## src/rtl/bingo_mark_engine.sv

```systemverilog
// bingo_mark_engine: marks called numbers on a 5x5 board, counts completed lines and feeds Display_top
module bingo_mark_engine #(
   parameter int WIN_LINES = 5
) (
   input  logic         clk,
   input  logic         rst,
   input  logic         load,
   input  logic [124:0] map_in,
   input  logic         mark_valid,
   input  logic [4:0]   mark_num,
   output logic         mark_ready,
   output logic [124:0] map,
   output logic [24:0]  circle,
   output logic [7:0]   display_nums,
   output logic [3:0]   lines,
   output logic         found,
   output logic         bingo,
   output logic         done
);
   localparam logic [1:0] IDLE = 2'd0, SCAN = 2'd1, COUNT = 2'd2, DONE = 2'd3;
   logic [1:0]  state;
   logic [4:0]  num, idx;
   logic [3:0]  li, acc, acc_n;
   logic        hit, match;
   logic [6:0]  base;
   logic [24:0] mask;
   function automatic logic [24:0] line_mask(input int l);
      logic [24:0] m;
      int r, c;
      m = '0;
      for (int k = 0; k < 25; k++) begin
         r = k / 5;
         c = k % 5;
         m[24-k] = (l < 5 && r == l) || (l >= 5 && l < 10 && c == l - 5) ||
                   (l == 10 && r == c) || (l == 11 && r + c == 4);
      end
      return m;
   endfunction
   always_comb begin
      base  = 7'd124 - 7'd5 * {2'b00, idx};
      match = map[base -: 5] == num && num != 5'd0 && num <= 5'd25;
      mask  = line_mask(int'(li));
      acc_n = acc + {3'b000, (circle & mask) == mask};
   end
   assign mark_ready = state == IDLE;
   assign done       = state == DONE;
   // results are committed on the last COUNT edge so they are visible while done is high
   always_ff @(posedge clk) begin
      if (rst) begin
         state        <= IDLE;
         map          <= '0;
         circle       <= '0;
         lines        <= '0;
         display_nums <= '0;
         found        <= 1'b0;
         bingo        <= 1'b0;
         num          <= '0;
         idx          <= '0;
         li           <= '0;
         acc          <= '0;
         hit          <= 1'b0;
      end else begin
         case (state)
            IDLE: begin
               if (load) begin
                  map          <= map_in;
                  circle       <= '0;
                  lines        <= '0;
                  found        <= 1'b0;
                  display_nums <= '0;
                  bingo        <= 1'b0;
               end else if (mark_valid) begin
                  num   <= mark_num;
                  idx   <= '0;
                  hit   <= 1'b0;
                  state <= SCAN;
               end
            end
            SCAN: begin
               if (match) begin
                  hit               <= 1'b1;
                  circle[5'd24-idx] <= 1'b1;
               end
               idx <= idx + 5'd1;
               if (idx == 5'd24) begin
                  li    <= '0;
                  acc   <= '0;
                  state <= COUNT;
               end
            end
            COUNT: begin
               acc <= acc_n;
               li  <= li + 4'd1;
               if (li == 4'd11) begin
                  lines        <= acc_n;
                  found        <= hit;
                  display_nums <= acc_n >= 4'd10 ? {4'd1, acc_n - 4'd10} : {4'd0, acc_n};
                  bingo        <= 32'(acc_n) >= WIN_LINES;
                  state        <= DONE;
               end
            end
            default: state <= IDLE;
         endcase
      end
   end
endmodule

```

## config.mk

```make
export PLATFORM = sky130hd
export DESIGN_NAME = bingo_mark_engine
export DESIGN_NICKNAME = d
export VERILOG_FILES = /design/src/rtl/bingo_mark_engine.sv
export SDC_FILE = /design/constraint.sdc
export NUM_CORES = 1
export LEC_CHECK = 0
export CORE_MARGIN = 5
export CORE_UTILIZATION = 51
export CTS_CLUSTER_SIZE = 40
export DETAILED_ROUTE_END_ITERATION = 7
export PLACE_DENSITY = 0.85
export SYNTH_ARGS = -nofsm -noshare
export SYNTH_HDL_FRONTEND = slang
export SYNTH_SLANG_ARGS = --single-unit
export TNS_END_PERCENT = 50
```

## constraint.sdc

```tcl
create_clock -name clk -period 5.1 [get_ports clk]
set_input_delay 1.02 -clock clk [delete_from_list [all_inputs] [get_ports clk]]
set_output_delay 1.02 -clock clk [all_outputs]
set_load 0.05 [all_outputs]
```

==> impl_metrics.tcl, run 1 <==
set metrics [dict create \
    status "finished clean" \
    ios 300 \
    wl_per_cell_um 20.29 \
    r2r_cells 13 \
    die_area_um2 27780 \
    slew_violations 0 \
    worstMarginPinSlew_ps 932.9 \
    startpoint_type "flip-flop" \
    htree_levels 4 \
    clock_skew_ps 13.18 \
    startpoint "idx[2]" \
    ff2ff_setup_slack_ps 290 \
    timing.fmax_mhz 208.1 \
    relSlewSlack 0.3620 \
    cellLeakagePower_uw 0.005599 \
    critical_path_class "reg -> reg" \
    syn_avg_cell_area_um2 8.712 \
    max_cap_viol_count 0 \
    required_ps 5480 \
    routed-via-count 12340 \
    cts.sinks 181 \
    drt_iter0_drc 1676 \
    syn_inst 1437 \
    port_buffers 296 \
    finalHoldViolations 0 \
    grt_pass1_vias 11900 \
    num_antenna_cells 0 \
    cts_hold_buf 0 \
    start_util 0.5163 \
    rows 57 \
    instances_no_fill 1996 \
    critPathMaxFanout 17 \
    timing.rr.end "circle[6]" \
    clock_path_buffers 2 \
    ctsResizeCount 0 \
    drive_above_1_share 0.1160 \
    drc_errors 0 \
    setup_viol 0 \
    synth_seq_cells 181 \
    finalSetupTns_ps 0 \
    synth_edf_count 0 \
    yosysSeqAreaShare 0.2894 \
    ys_top_cells_by_count "342 x nand2_1, 187 x a21oi_1, 181 x dfxtp_1, 114 x mux2i_1, 88 x mux4_2" \
    synth.most_common_cell "nand2_1" \
    pwr_density_cell_nw_per_um2 431.0 \
    synth_area_um2 12520 \
    synth_top_area_share 0.2894 \
    clockRootBuffer "clkbuf_16" \
    grt_max_degree 87 \
    synth-main-ff-cell "dfxtp_1" \
    gp_congestion 0.9547 \
    rsz0062_at_grt "no" \
    min_period_ps 4805 \
    ant_nets 0 \
    ys_top_cells_by_area "dfxtp_1 29%, mux4_2 16%, nand2_1 10%" \
    cts_setup_buffers 0 \
    synthToLayoutAreaGrowth_pct 28.59 \
    grt_pass1_wl_um 64000 \
    die_h_um 166.7 \
    hp-class "reg -> reg" \
    end_kind "flip-flop" \
    overflow 0 \
    dp.cells 1964 \
    path_clk_slew_ps 70 \
    timing.rr.start "idx[2]" \
    peakVddDrop_mv 0.3185 \
    grt_usage 0.2776 \
    crit_end "circle[6]" \
    cts_tree "built" \
    drt-vias-per-instance 6.184 \
    critPathArrivalTime_ps 5190 \
    first_pass_iters 8 \
    antenna_found_initial 0 \
    yosysTopAreaCell "dfxtp_1" \
    die_w_um 166.7 \
    numCtsBuffers 17 \
    fin_crit_sh 0.9422 \
    postSynth.asyncResetShare 0 \
    yosysWarningCount 0 \
    netlist-cell-type-count 70 \
    worstSkewPairLatency_ps 450 \
    core_area_um2 24250 \
    nets 1819 \
    finalWirelength_um 40490 \
    hpwl_um 29380 \
]
cells by family (layout without fill, tap and decap cells):
family	after synthesis	count (layout)	share of synthesized area
muxes	229	229	0.2773
xor gates and xnor gates	18	19	0.01319
AOI/OAI and AO/OA	325	325	0.1610
other	1	3	0.0002995
buffers and inverters	147	379	0.06216
adders and majority gates	25	25	0.02499
and+or+nand+nor	511	511	0.1716
DFF	181	181	0.2894
worst max-delay path: stages (launching register included):
cell,delay (ps)
dfxtp_1,620
ha_1,230
inv_1,40
ha_1,470
buf_4,230
xor2_4,430
mux4_1,670
mux4_2,500
and3_4,200
a2111oi_4,240
nand3_1,140
o22ai_1,170
a21o_1,520
a32o_1,280
power breakdown:
part	leakage, uW	internal (uW)	switching (uW)	total (uW)
combinational	0.00385	1470	2200	3670
clock	0.000273	687	635	1320
sequential	0.00148	1610	338	1950
worst min-delay path by stage:
stage | start | endpoint | slack [ps] | depth (start not counted)
after floorplan | hit | hit | 420 | 2
after global placement | lines[1] | lines[1] | 440 | 2
after detailed placement | lines[2] | lines[2] | 450 | 2
after CTS | lines[2] | lines[2] | 460 | 2
after global routing | found | found | 470 | 2
final | lines[2] | lines[2] | 450 | 2
registers in the layout, summed over array words and instances, names as in the netlist:
name,count
map,125
circle,25
idx,5
num,5
acc,4
display_nums,4
li,4
lines,4
state,2
bingo,1
found,1
hit,1
area by class of cell:
cell class | instances | area, um2
fill | 1952 | 8149
multi-input combinational | 1112 | 8214
tap | 324 | 405.4
clock buffer | 17 | 425.4
timing repair buffer | 322 | 3181
clock inverter | 14 | 148.9
sequential | 181 | 3627
inverter | 26 | 97.59
metrics by stage:
stage / setup WS (ps) / power [uW] / hold slack [ps] / cell area (um2) / util
after floorplan: 463.2 / 4577 / 423.3 / 12530 / -
after global placement: 487.2 / 5520 / 439.1 / 15510 / 0.6396
after detailed placement: 316.5 / 5578 / 445.9 / 15510 / 0.6396
after CTS: 252.9 / 6901 / 455.9 / 16080 / 0.6633
after global routing: 63.23 / 7267 / 471.9 / 16100 / 0.6639
final: 294.8 / 6939 / 451.6 / 16100 / 0.6639
cells in the final DEF, fill, tap and decap left out, types with 25 or more instances in the layout:
| master | count |
|---|---|
| a21oi_1 | 187 |
| buf_4 | 25 |
| clkdlybuf4s50_1 | 295 |
| dfxtp_1 | 180 |
| inv_1 | 25 |
| mux2i_1 | 114 |
| mux4_2 | 88 |
| nand2_1 | 341 |
| nand3_1 | 33 |
| nor2_1 | 57 |
routing by layer:
metal  vias up  global-route usage  part of all wire
li1       5673                   -                 -
met1      5851              0.3609              0.40
met2       703              0.4585              0.48
met3       117             0.06115             0.085
met4         0             0.09854             0.032
met5         -                   0                 0
No activity file was read; power rests on OpenSTA's default activity.
==> run 2, diff against run 1 <==
--- a/config.mk
+++ b/config.mk
@@ -10,6 +10,7 @@
 export CTS_CLUSTER_SIZE = 40
 export DETAILED_ROUTE_END_ITERATION = 7
 export PLACE_DENSITY = 0.85
+export SLEW_MARGIN = 5
 export SYNTH_ARGS = -nofsm -noshare
 export SYNTH_HDL_FRONTEND = slang
 export SYNTH_SLANG_ARGS = --single-unit
==> results of run 2 <==
Same layout as run 1: the final DEF is identical, and so are final timing and power.
